--- src/rtl/fir_axil_if.sv ---
// AXI-Lite write-address/write-data/read channels between the bus master and the FIR config block.
// There is no B channel: every write completes in its handshake cycle.
interface fir_axil_if #(
   parameter int pADDR_WIDTH = 12,
   parameter int pDATA_WIDTH = 32
);
   logic                   awvalid;
   logic                   awready;
   logic [pADDR_WIDTH-1:0] awaddr;
   logic                   wvalid;
   logic                   wready;
   logic [pDATA_WIDTH-1:0] wdata;
   logic                   arvalid;
   logic                   arready;
   logic [pADDR_WIDTH-1:0] araddr;
   logic                   rvalid;
   logic                   rready;
   logic [pDATA_WIDTH-1:0] rdata;

   modport master (
      output awvalid, awaddr, wvalid, wdata, arvalid, araddr, rready,
      input  awready, wready, arready, rvalid, rdata
   );

   modport slave (
      input  awvalid, awaddr, wvalid, wdata, arvalid, araddr, rready,
      output awready, wready, arready, rvalid, rdata
   );
endinterface

--- src/rtl/fir_axil_cfg.sv ---
// AXI-Lite configuration responder for the FIR block: ap_ctrl, data_length and tap_num registers,
// plus tap RAM access that is handed over to the engine while a run is active.
//
// state   | meaning
// R_IDLE  | waiting for arvalid; arready is given combinationally
// R_ISSUE | tap RAM read issued (held here while a write handshake owns the RAM port)
// R_CAP   | tap_Do or register value captured into rdata
// R_DATA  | rvalid high, rdata held until rready
module fir_axil_cfg #(
   parameter int pADDR_WIDTH = 12,
   parameter int pDATA_WIDTH = 32
) (
   input  logic                   axis_clk,
   input  logic                   axis_rst_n,
   fir_axil_if.slave              axil,
   output logic [3:0]             tap_WE,
   output logic                   tap_EN,
   output logic [pDATA_WIDTH-1:0] tap_Di,
   output logic [pADDR_WIDTH-1:0] tap_A,
   input  logic [pDATA_WIDTH-1:0] tap_Do,
   input  logic                   eng_tap_EN,
   input  logic [pADDR_WIDTH-1:0] eng_tap_A,
   output logic                   ap_start,
   input  logic                   ap_done_in,
   output logic                   ap_idle,
   output logic [pDATA_WIDTH-1:0] data_length,
   output logic [pDATA_WIDTH-1:0] tap_num
);

   localparam logic [pADDR_WIDTH-1:0] ADDR_CTRL = pADDR_WIDTH'('h000);
   localparam logic [pADDR_WIDTH-1:0] ADDR_DLEN = pADDR_WIDTH'('h010);
   localparam logic [pADDR_WIDTH-1:0] ADDR_TNUM = pADDR_WIDTH'('h014);
   localparam logic [pADDR_WIDTH-1:0] TAP_BASE  = pADDR_WIDTH'('h080);
   localparam logic [pADDR_WIDTH-1:0] TAP_MASK  = pADDR_WIDTH'('h07F);

   typedef enum logic [1:0] {R_IDLE, R_ISSUE, R_CAP, R_DATA} rd_state_t;

   rd_state_t              rd_state, rd_state_nx;
   logic [pADDR_WIDTH-1:0] rd_addr;
   logic                   rd_tap_go;
   logic                   rd_tap_hit;
   logic [pDATA_WIDTH-1:0] rdata_q;
   logic [pDATA_WIDTH-1:0] reg_rdata;
   logic                   ap_done;
   logic                   wr_hs;
   logic                   wr_tap;

   function automatic logic is_tap(input logic [pADDR_WIDTH-1:0] a);
      return (a & ~TAP_MASK) == TAP_BASE;
   endfunction

   assign wr_hs        = axis_rst_n & axil.awvalid & axil.wvalid;
   assign wr_tap       = wr_hs & is_tap(axil.awaddr);
   assign axil.awready = wr_hs;
   assign axil.wready  = wr_hs;
   assign axil.rdata   = rdata_q;

   // Tap RAM port owner: engine while busy, else a write handshake, else a pending read.
   always_comb begin
      tap_EN    = 1'b0;
      tap_WE    = 4'h0;
      tap_A     = '0;
      tap_Di    = '0;
      rd_tap_go = 1'b0;
      if (axis_rst_n) begin
         if (!ap_idle) begin
            tap_EN = eng_tap_EN;
            tap_A  = eng_tap_A;
         end else if (wr_tap) begin
            tap_EN = 1'b1;
            tap_WE = 4'hF;
            tap_A  = axil.awaddr & TAP_MASK;
            tap_Di = axil.wdata;
         end else if (rd_state == R_ISSUE && !wr_hs && is_tap(rd_addr)) begin
            tap_EN    = 1'b1;
            tap_A     = rd_addr & TAP_MASK;
            rd_tap_go = 1'b1;
         end
      end
   end

   always_comb begin
      rd_state_nx  = rd_state;
      axil.arready = 1'b0;
      axil.rvalid  = 1'b0;
      case (rd_state)
         R_IDLE: begin
            if (axis_rst_n && axil.arvalid) begin
               axil.arready = 1'b1;
               rd_state_nx  = R_ISSUE;
            end
         end
         R_ISSUE: if (!wr_hs) rd_state_nx = R_CAP;
         R_CAP:   rd_state_nx = R_DATA;
         R_DATA: begin
            axil.rvalid = 1'b1;
            if (axil.rready) rd_state_nx = R_IDLE;
         end
         default: rd_state_nx = R_IDLE;
      endcase
   end

   always_comb begin
      reg_rdata = '0;
      case (rd_addr)
         ADDR_CTRL: reg_rdata = pDATA_WIDTH'({ap_idle, ap_done, 1'b0});
         ADDR_DLEN: reg_rdata = data_length;
         ADDR_TNUM: reg_rdata = tap_num;
         default:   reg_rdata = '0;
      endcase
   end

   always_ff @(posedge axis_clk) begin
      if (!axis_rst_n) begin
         rd_state   <= R_IDLE;
         rd_addr    <= '0;
         rd_tap_hit <= 1'b0;
         rdata_q    <= '0;
      end else begin
         rd_state <= rd_state_nx;
         if (axil.arready) rd_addr <= axil.araddr;
         if (rd_state == R_ISSUE) rd_tap_hit <= rd_tap_go;
         // A tap read that never reached the RAM (engine owned it) answers all-ones.
         if (rd_state == R_CAP)
            rdata_q <= is_tap(rd_addr) ? (rd_tap_hit ? tap_Do : '1) : reg_rdata;
      end
   end

   always_ff @(posedge axis_clk) begin
      if (!axis_rst_n) begin
         ap_idle     <= 1'b1;
         ap_done     <= 1'b0;
         ap_start    <= 1'b0;
         data_length <= '0;
         tap_num     <= '0;
      end else begin
         ap_start <= 1'b0;
         if (ap_done_in) begin
            ap_done <= 1'b1;
            ap_idle <= 1'b1;
         end
         // Start sees the pre-edge idle, so a coincident done cannot enable it.
         if (wr_hs) begin
            case (axil.awaddr)
               ADDR_CTRL: begin
                  if (axil.wdata[0] && ap_idle) begin
                     ap_start <= 1'b1;
                     ap_idle  <= 1'b0;
                     ap_done  <= 1'b0;
                  end
               end
               ADDR_DLEN: data_length <= axil.wdata;
               ADDR_TNUM: tap_num     <= axil.wdata;
               default: ;
            endcase
         end
      end
   end

endmodule

--- src/flat_wrapper.sv ---
// flat-port wrapper written by rule: the top's interface ports become plain ports
module fir_axil_cfg_flat 
#(
   parameter int pADDR_WIDTH = 12,
   parameter int pDATA_WIDTH = 32
)
  (axis_clk, axis_rst_n, tap_WE, tap_EN, tap_Di, tap_A, tap_Do, eng_tap_EN, eng_tap_A, ap_start, ap_done_in, ap_idle, data_length, tap_num, axil_awvalid, axil_awaddr, axil_wvalid, axil_wdata, axil_arvalid, axil_araddr, axil_rready, axil_awready, axil_wready, axil_arready, axil_rvalid, axil_rdata);
  fir_axil_if #(.pADDR_WIDTH(pADDR_WIDTH), .pDATA_WIDTH(pDATA_WIDTH)) axil_i ();
  input  logic axis_clk;
  input  logic axis_rst_n;
  output logic [3:0] tap_WE;
  output logic tap_EN;
  output logic [pDATA_WIDTH-1:0] tap_Di;
  output logic [pADDR_WIDTH-1:0] tap_A;
  input  logic [pDATA_WIDTH-1:0] tap_Do;
  input  logic eng_tap_EN;
  input  logic [pADDR_WIDTH-1:0] eng_tap_A;
  output logic ap_start;
  input  logic ap_done_in;
  output logic ap_idle;
  output logic [pDATA_WIDTH-1:0] data_length;
  output logic [pDATA_WIDTH-1:0] tap_num;
  input wire logic [$bits(axil_i.awvalid)-1:0] axil_awvalid;
  input wire logic [$bits(axil_i.awaddr)-1:0] axil_awaddr;
  input wire logic [$bits(axil_i.wvalid)-1:0] axil_wvalid;
  input wire logic [$bits(axil_i.wdata)-1:0] axil_wdata;
  input wire logic [$bits(axil_i.arvalid)-1:0] axil_arvalid;
  input wire logic [$bits(axil_i.araddr)-1:0] axil_araddr;
  input wire logic [$bits(axil_i.rready)-1:0] axil_rready;
  output wire logic [$bits(axil_i.awready)-1:0] axil_awready;
  output wire logic [$bits(axil_i.wready)-1:0] axil_wready;
  output wire logic [$bits(axil_i.arready)-1:0] axil_arready;
  output wire logic [$bits(axil_i.rvalid)-1:0] axil_rvalid;
  output wire logic [$bits(axil_i.rdata)-1:0] axil_rdata;
  assign axil_i.awvalid = axil_awvalid;
  assign axil_i.awaddr = axil_awaddr;
  assign axil_i.wvalid = axil_wvalid;
  assign axil_i.wdata = axil_wdata;
  assign axil_i.arvalid = axil_arvalid;
  assign axil_i.araddr = axil_araddr;
  assign axil_i.rready = axil_rready;
  assign axil_awready = axil_i.awready;
  assign axil_wready = axil_i.wready;
  assign axil_arready = axil_i.arready;
  assign axil_rvalid = axil_i.rvalid;
  assign axil_rdata = axil_i.rdata;
  fir_axil_cfg #(.pADDR_WIDTH(pADDR_WIDTH), .pDATA_WIDTH(pDATA_WIDTH)) u_core (.axis_clk(axis_clk), .axis_rst_n(axis_rst_n), .axil(axil_i), .tap_WE(tap_WE), .tap_EN(tap_EN), .tap_Di(tap_Di), .tap_A(tap_A), .tap_Do(tap_Do), .eng_tap_EN(eng_tap_EN), .eng_tap_A(eng_tap_A), .ap_start(ap_start), .ap_done_in(ap_done_in), .ap_idle(ap_idle), .data_length(data_length), .tap_num(tap_num));
endmodule
--- config.mk ---
export PLATFORM = sky130hd
export DESIGN_NAME = fir_axil_cfg_flat
export DESIGN_NICKNAME = d
export VERILOG_FILES = /design/src/rtl/fir_axil_if.sv /design/src/rtl/fir_axil_cfg.sv /design/src/flat_wrapper.sv
export SDC_FILE = /design/constraint.sdc
export NUM_CORES = 1
export LEC_CHECK = 0
export CORE_MARGIN = 3
export CORE_UTILIZATION = 45
export CTS_CLUSTER_DIAMETER = 120
export CTS_CLUSTER_SIZE = 8
export DETAILED_ROUTE_END_ITERATION = 8
export MAX_ROUTING_LAYER = met4
export PLACE_DENSITY = 0.84
export SYNTH_ARGS = -nofsm -noshare
export SYNTH_HDL_FRONTEND = slang
export SYNTH_SLANG_ARGS = --single-unit
--- constraint.sdc ---
create_clock -name axis_clk -period 3.25 [get_ports axis_clk]
set_input_delay 0.4875 -clock axis_clk [delete_from_list [all_inputs] [get_ports axis_clk]]
set_output_delay 0.4875 -clock axis_clk [all_outputs]
set_load 0.005 [all_outputs]
== Word-level counts from Yosys, hierarchy flattened ==
Cells that the tools add are included.
W data, S select, Z words.

* Register bits after elaboration: 114
* Logic and storage cells: 71
* Memories kept: 0
* Input port bits: 108
* Output and inout port bits: 151
* Bits in read-only memories: 0
* Bits in writable memories: 0
* Bits in latches: 0

* $lt $le $gt $ge: 0
* Multiply operators: 0
* Divide/modulo/power cells: 0
* Reductions and logical operators: 12
* Muxes and demuxes: 35
* Equality and inequality tests: 12
* $add $sub $neg: 0
* Bitwise operators: 3
* Shifts and indexed selects: 0

{| class="wikitable"
|+ Operators with widths
! kind !! number
|-
| $mux W32 || 5
|-
| $pmux W32 S3 || 1
|-
| $eq A12 B5 Y1 const B || 4
|-
| $mux W12 || 3
|-
| $logic_not A12 Y1 || 2
|-
| $mux W1 || 18
|-
| $mux W4 || 3
|-
| $eq A5 B1 Y1 const B || 2
|-
| $pmux W2 S4 || 1
|-
| $mux W7 || 1
|-
| $mux W2 || 3
|-
| $reduce_and A3 Y1 || 2
|-
| $eq A2 B2 Y1 const B || 2
|-
| $logic_and A1 B1 Y1 || 4
|-
| $ne A2 B2 Y1 const B || 2
|-
| $reduce_and A2 Y1 || 2
|-
| $and A1 B1 Y1 || 3
|-
| $eq A2 B1 Y1 const B || 1
|-
| $logic_not A2 Y1 || 1
|-
| $ne A2 B1 Y1 const B || 1
|-
| $logic_not A1 Y1 || 1
|}

== Logic depth before layout (Yosys ltp) ==
Gate-level depths: netlist of run 1.

* Depth in word-level cells: 9
* Mapped depth: 7
* Gate-level depth less buffers: 6

== Least setup slack after synthesis of run 1 ==
No wires, ideal clock.

* Path type: input to output
* Start point: input axil_awaddr[8]
* End point: output tap_Di[23]
* Stages on the path: 4
* Path slack: 0.956 ns
* Data required time: 2.762 ns
* Buffers on the path: 1
* Data arrival time: 1.807 ns
* Path through: nor4_1 > and4_1 > clkbuf_1 > and2_1

* Cells in the longest elaborated chain, start to end: 5

{| class="wikitable"
|+ RTL lines
! element !! RTL line !! RTL
|-
| start, declared || flat_wrapper.sv:24 || <nowiki>input wire logic [$bits(axil_i.awaddr)-1:0] axil_awaddr;</nowiki>
|-
| $eq A5 B1 Y1 || fir_axil_cfg.sv:49 || <nowiki>return (a & ~TAP_MASK) == TAP_BASE;</nowiki>
|-
| $and A1 B1 Y1 || fir_axil_cfg.sv:53 || <nowiki>assign wr_tap = wr_hs & is_tap(axil.awaddr);</nowiki>
|-
| $mux W32 || fir_axil_cfg.sv:69 || <nowiki>end else if (wr_tap) begin</nowiki>
|-
| $mux W32 || fir_axil_cfg.sv:66 || <nowiki>if (!ap_idle) begin</nowiki>
|-
| $mux W32 || fir_axil_cfg.sv:65 || <nowiki>if (axis_rst_n) begin</nowiki>
|-
| end, declared || flat_wrapper.sv:13 || <nowiki>output logic [pDATA_WIDTH-1:0] tap_Di;</nowiki>
|}

No other way between the ends.

== Worst setup path after layout of run 1 ==
* Start point: register u_core.rd_addr[11]
* End point: output tap_A[2]

* Cells in the longest elaborated chain, start to end: 6

{| class="wikitable"
|+ RTL lines
! element !! RTL line !! RTL
|-
| start, declared || fir_axil_cfg.sv:39 || <nowiki>logic [pADDR_WIDTH-1:0] rd_addr;</nowiki>
|-
| start signal, assigned || fir_axil_cfg.sv:121 || <nowiki>if (axil.arready) rd_addr <= axil.araddr;</nowiki>
|-
| $eq A5 B1 Y1 || fir_axil_cfg.sv:49 ||
|-
| $logic_and A1 B1 Y1 || fir_axil_cfg.sv:74 || <nowiki>end else if (rd_state == R_ISSUE && !wr_hs && is_tap(rd_addr)) begin</nowiki>
|-
| $mux W7 || fir_axil_cfg.sv:74 ||
|-
| $mux W12 || fir_axil_cfg.sv:69 ||
|-
| $mux W12 || fir_axil_cfg.sv:66 ||
|-
| $mux W12 || fir_axil_cfg.sv:65 ||
|-
| end, declared || flat_wrapper.sv:14 || <nowiki>output logic [pADDR_WIDTH-1:0] tap_A;</nowiki>
|}

No other way between the ends.

==> results of run 1 <==
-- Yosys cell counts, types with 8 or more instances --
master | count | area (sq um)
buf_6 | 8 | 90.1
nor2b_2 | 15 | 131
o31ai_1 | 31 | 233
clkbuf_1 | 32 | 120
dfxtp_1 | 114 | 2280
nand2_1 | 151 | 567
and2_1 | 32 | 200
a221oi_2 | 30 | 450
a21oi_1 | 66 | 330
buf_2 | 20 | 100
nor2b_1 | 16 | 100
o21ai_0 | 33 | 165
nor2_1 | 45 | 169
o21ai_1 | 11 | 55.1
-- routing by layer --
layer / GRT usage (%) / wire [microns]
met1: 33.7 / 7830
met2: 53.4 / 10600
met3: 6.99 / 1730
met4: 14.3 / 715
met5: - / 0
-- power by group through the flow --
stage	Combinational [W]	Clock (W)	Sequential, W
floorplan	0.000817	0	0.00173
global placement	0.00140	0	0.00174
detailed placement	0.00145	0	0.00176
CTS	0.00146	0.00188	0.00173
global route	0.00159	0.00195	0.00175
finish	0.00147	0.00186	0.00173
-- kinds of logic (layout without fill, tap and decap cells) --
kind of cell             Yosys count  count (layout)  synth area share, %
flip-flops                       114             114                 41.0
adder cells (fa/ha/maj)            4               4                0.899
multiplexers                       6               6                 1.08
buffers and inverters             76             318                 7.01
AO/OA/AOI/OAI                    185             185                 24.3
AND/OR/NAND/NOR                  291             291                 25.7
-- layout by cell type (no fill, tap or decap), types with 16 or more instances in the layout --
master           Yosys  layout
nor2_1              45      45
clkbuf_16            0      17
o31ai_1             31      31
nor2b_1             16      16
o21ai_0             33      33
dfxtp_1            114     114
and2_1              32      32
a21oi_1             66      66
buf_4                4      16
nand2_1            151     151
clkdlybuf4s50_1      0     257
a221oi_2            30      30
-- registers in the layout, summed over array words and instances, names as in the netlist --
signal / count
u_core.tap_num: 32
u_core.rd_addr: 12
u_core.ap_idle: 1
u_core.rd_state: 2
u_core.rd_tap_hit: 1
u_core.ap_start: 1
u_core.axil.rdata: 32
u_core.data_length: 32
u_core.ap_done: 1
-- critical path, cell delays in order (launching register included) --
cell,delay [ns]
dfxtp_1,0.33
or4_4,0.55
nor4_4,0.51
a32oi_1,0.19
nand2_1,0.10
clkdlybuf4s50_1,0.51
-- cell type report --
cell class | count | area (sq um)
fillers | 874 | 3020
well taps | 164 | 205
repair buffers | 275 | 2720
clock inverters | 11 | 135
flip-flops and latches | 114 | 2280
clock buffers | 21 | 460
inverters | 11 | 41.3
multi-input cells | 486 | 2900
-- metrics by stage --
stage	total power, W	setup slack [ns]
after floorplan	0.00254	0.956
final	0.00507	0.164
after CTS	0.00508	0.164
after detailed placement	0.00321	0.192
after global routing	0.00529	0.0703
after global placement	0.00314	0.240
-- path summary, 6_finish.rpt --
kind                                    from  depth (start not counted)                                  to
max          u_core.rd_addr[11]$_SDFFE_PN0P_                          5                            tap_A[2]
min           u_core.rd_addr[8]$_SDFFE_PN0P_                          2      u_core.rd_addr[8]$_SDFFE_PN0P_
max reg2reg  u_core.rd_addr[11]$_SDFFE_PN0P_                          6  u_core.axil.rdata[29]$_SDFFE_PN0P_
min reg2reg   u_core.rd_addr[8]$_SDFFE_PN0P_                          2      u_core.rd_addr[8]$_SDFFE_PN0P_
==> impl_metrics.csv, run 1 <==
group,metric,value,unit
status,outcome,"finished, final reports clean",
hold_path,worstHoldPathType,"reg2reg",
synth,synth_edf_count,0,
cells_and_area,fin_util,74.3,%
clock_network,path_clk_slew,0.05,ns
sta,slew_violations,0,
drt,drc,0,
synth,synth_area_per_cell,8.23,sq um
critical_path,path_class,"reg2out",
synth,synth-async-reset-ratio,0,%
cells_and_area,final_cell_count_no_fill,1082,
synth,synth_cell_type_count,41,
sta,finalCritPeriodShare,94.9,%
clock_network,clock-sinks,114,
drt,drtIter0Drc,474,
cells_and_area,antenna_cells,0,
drt,dr.pass1.iters,5,
sta,whs,0.475,ns
floorplanning,die-width,117,microns
power,power_frac_comb,29.0,%
floorplanning,dieArea,13700,sq um
placement,numPortBuffers,258,
clock_network,cts_resized,0,
sta,max_freq,324,MHz
critical_path,cp_max_fo,9,
grt,grt_usage,30.9,%
clock_network,clk_latency,0.41,ns
drt,wl_per_cell,19.3,microns
critical_path,reg2reg_slack,0.79,ns
drt,routed_via_density,5.67,
power,p_per_area,580,nW/um^2
cells_and_area,area_delta_synth_final,57.0,%
grt,antenna_found_initial,0,
clock_network,clock_path_buffers,2,
critical_path,required,2.76,ns
cells_and_area,layout-drive-gt1-share,11.2,%
sta,finalSetupViolCount,0,
placement,placedCellCount,1050,
clock_network,cts_hold_buf,0,
power,switchingPower,0.00152,W
clock_network,cts_made_buffers,17,
drt,final_antenna_net_count,0,
synth,synth_seq_cells,114,
grt,grt_overflow,0,
floorplanning,placementRows,39,
placement,hpwl,14.3,mm
floorplanning,start_util,47.3,%
power,leakagePower,3.20,nW
grt,grt_pass1_wl,31.8,mm
sta,hold_violations,0,
floorplanning,core_region_area,11800,sq um
sta,period_needed,3.09,ns
synth,yosysWarnings,0,
placement,place.gp.congestion,0.966,
floorplanning,die_y,117,microns
cells_and_area,finalNetCount,1017,
critical_path,cp-start-kind,"register",
drt,vias,6134,
drt,routed_wl,20.9,mm
sta,worst_pin_slew,1.20,ns
synth,synth-seq-area-share,41.0,%
critical_path,cp-end-kind,"primary output",
clock_network,htree_levels,4,
synth,syn_nets,788,
sta,setup_tns,0,ns
sta,clock_skew,0.00947,ns
clock_network,tritoncts,"built",
critical_path,arrival,2.60,ns
floorplanning,ios,259,
grt,grt_pass1_vias,6082,
sta,max-slew-margin-rel,20.2,%
cells_and_area,fin_area,8740,sq um
job,cap_violations,0,
clock_network,cts-root-buf,"clkbuf_16",
power,irDropWorstVdd,0.371,mV
synth,synth_top_flop_cell,"dfxtp_1",
synth,syn_area,5570,sq um
clock_network,postCtsSetupBuffers,0,
grt,grt_max_degree,56,
power,p_sw_share,30.1,%
power,p_int,0.00354,W
sta,rsz0062_at_grt,"no",
power,clock_power_share,36.8,%
placement,place_area,8140,sq um
power,pwr-share-seq,34.2,%
synth,syn_inst,676,
No activity file was read; power rests on OpenSTA's default activity.
==> run 2, diff against run 1 <==
CTS_CLUSTER_DIAMETER = 30   (was 120)
==> results of run 2 <==
The final DEF is identical to that of run 1; final timing and power are the same.
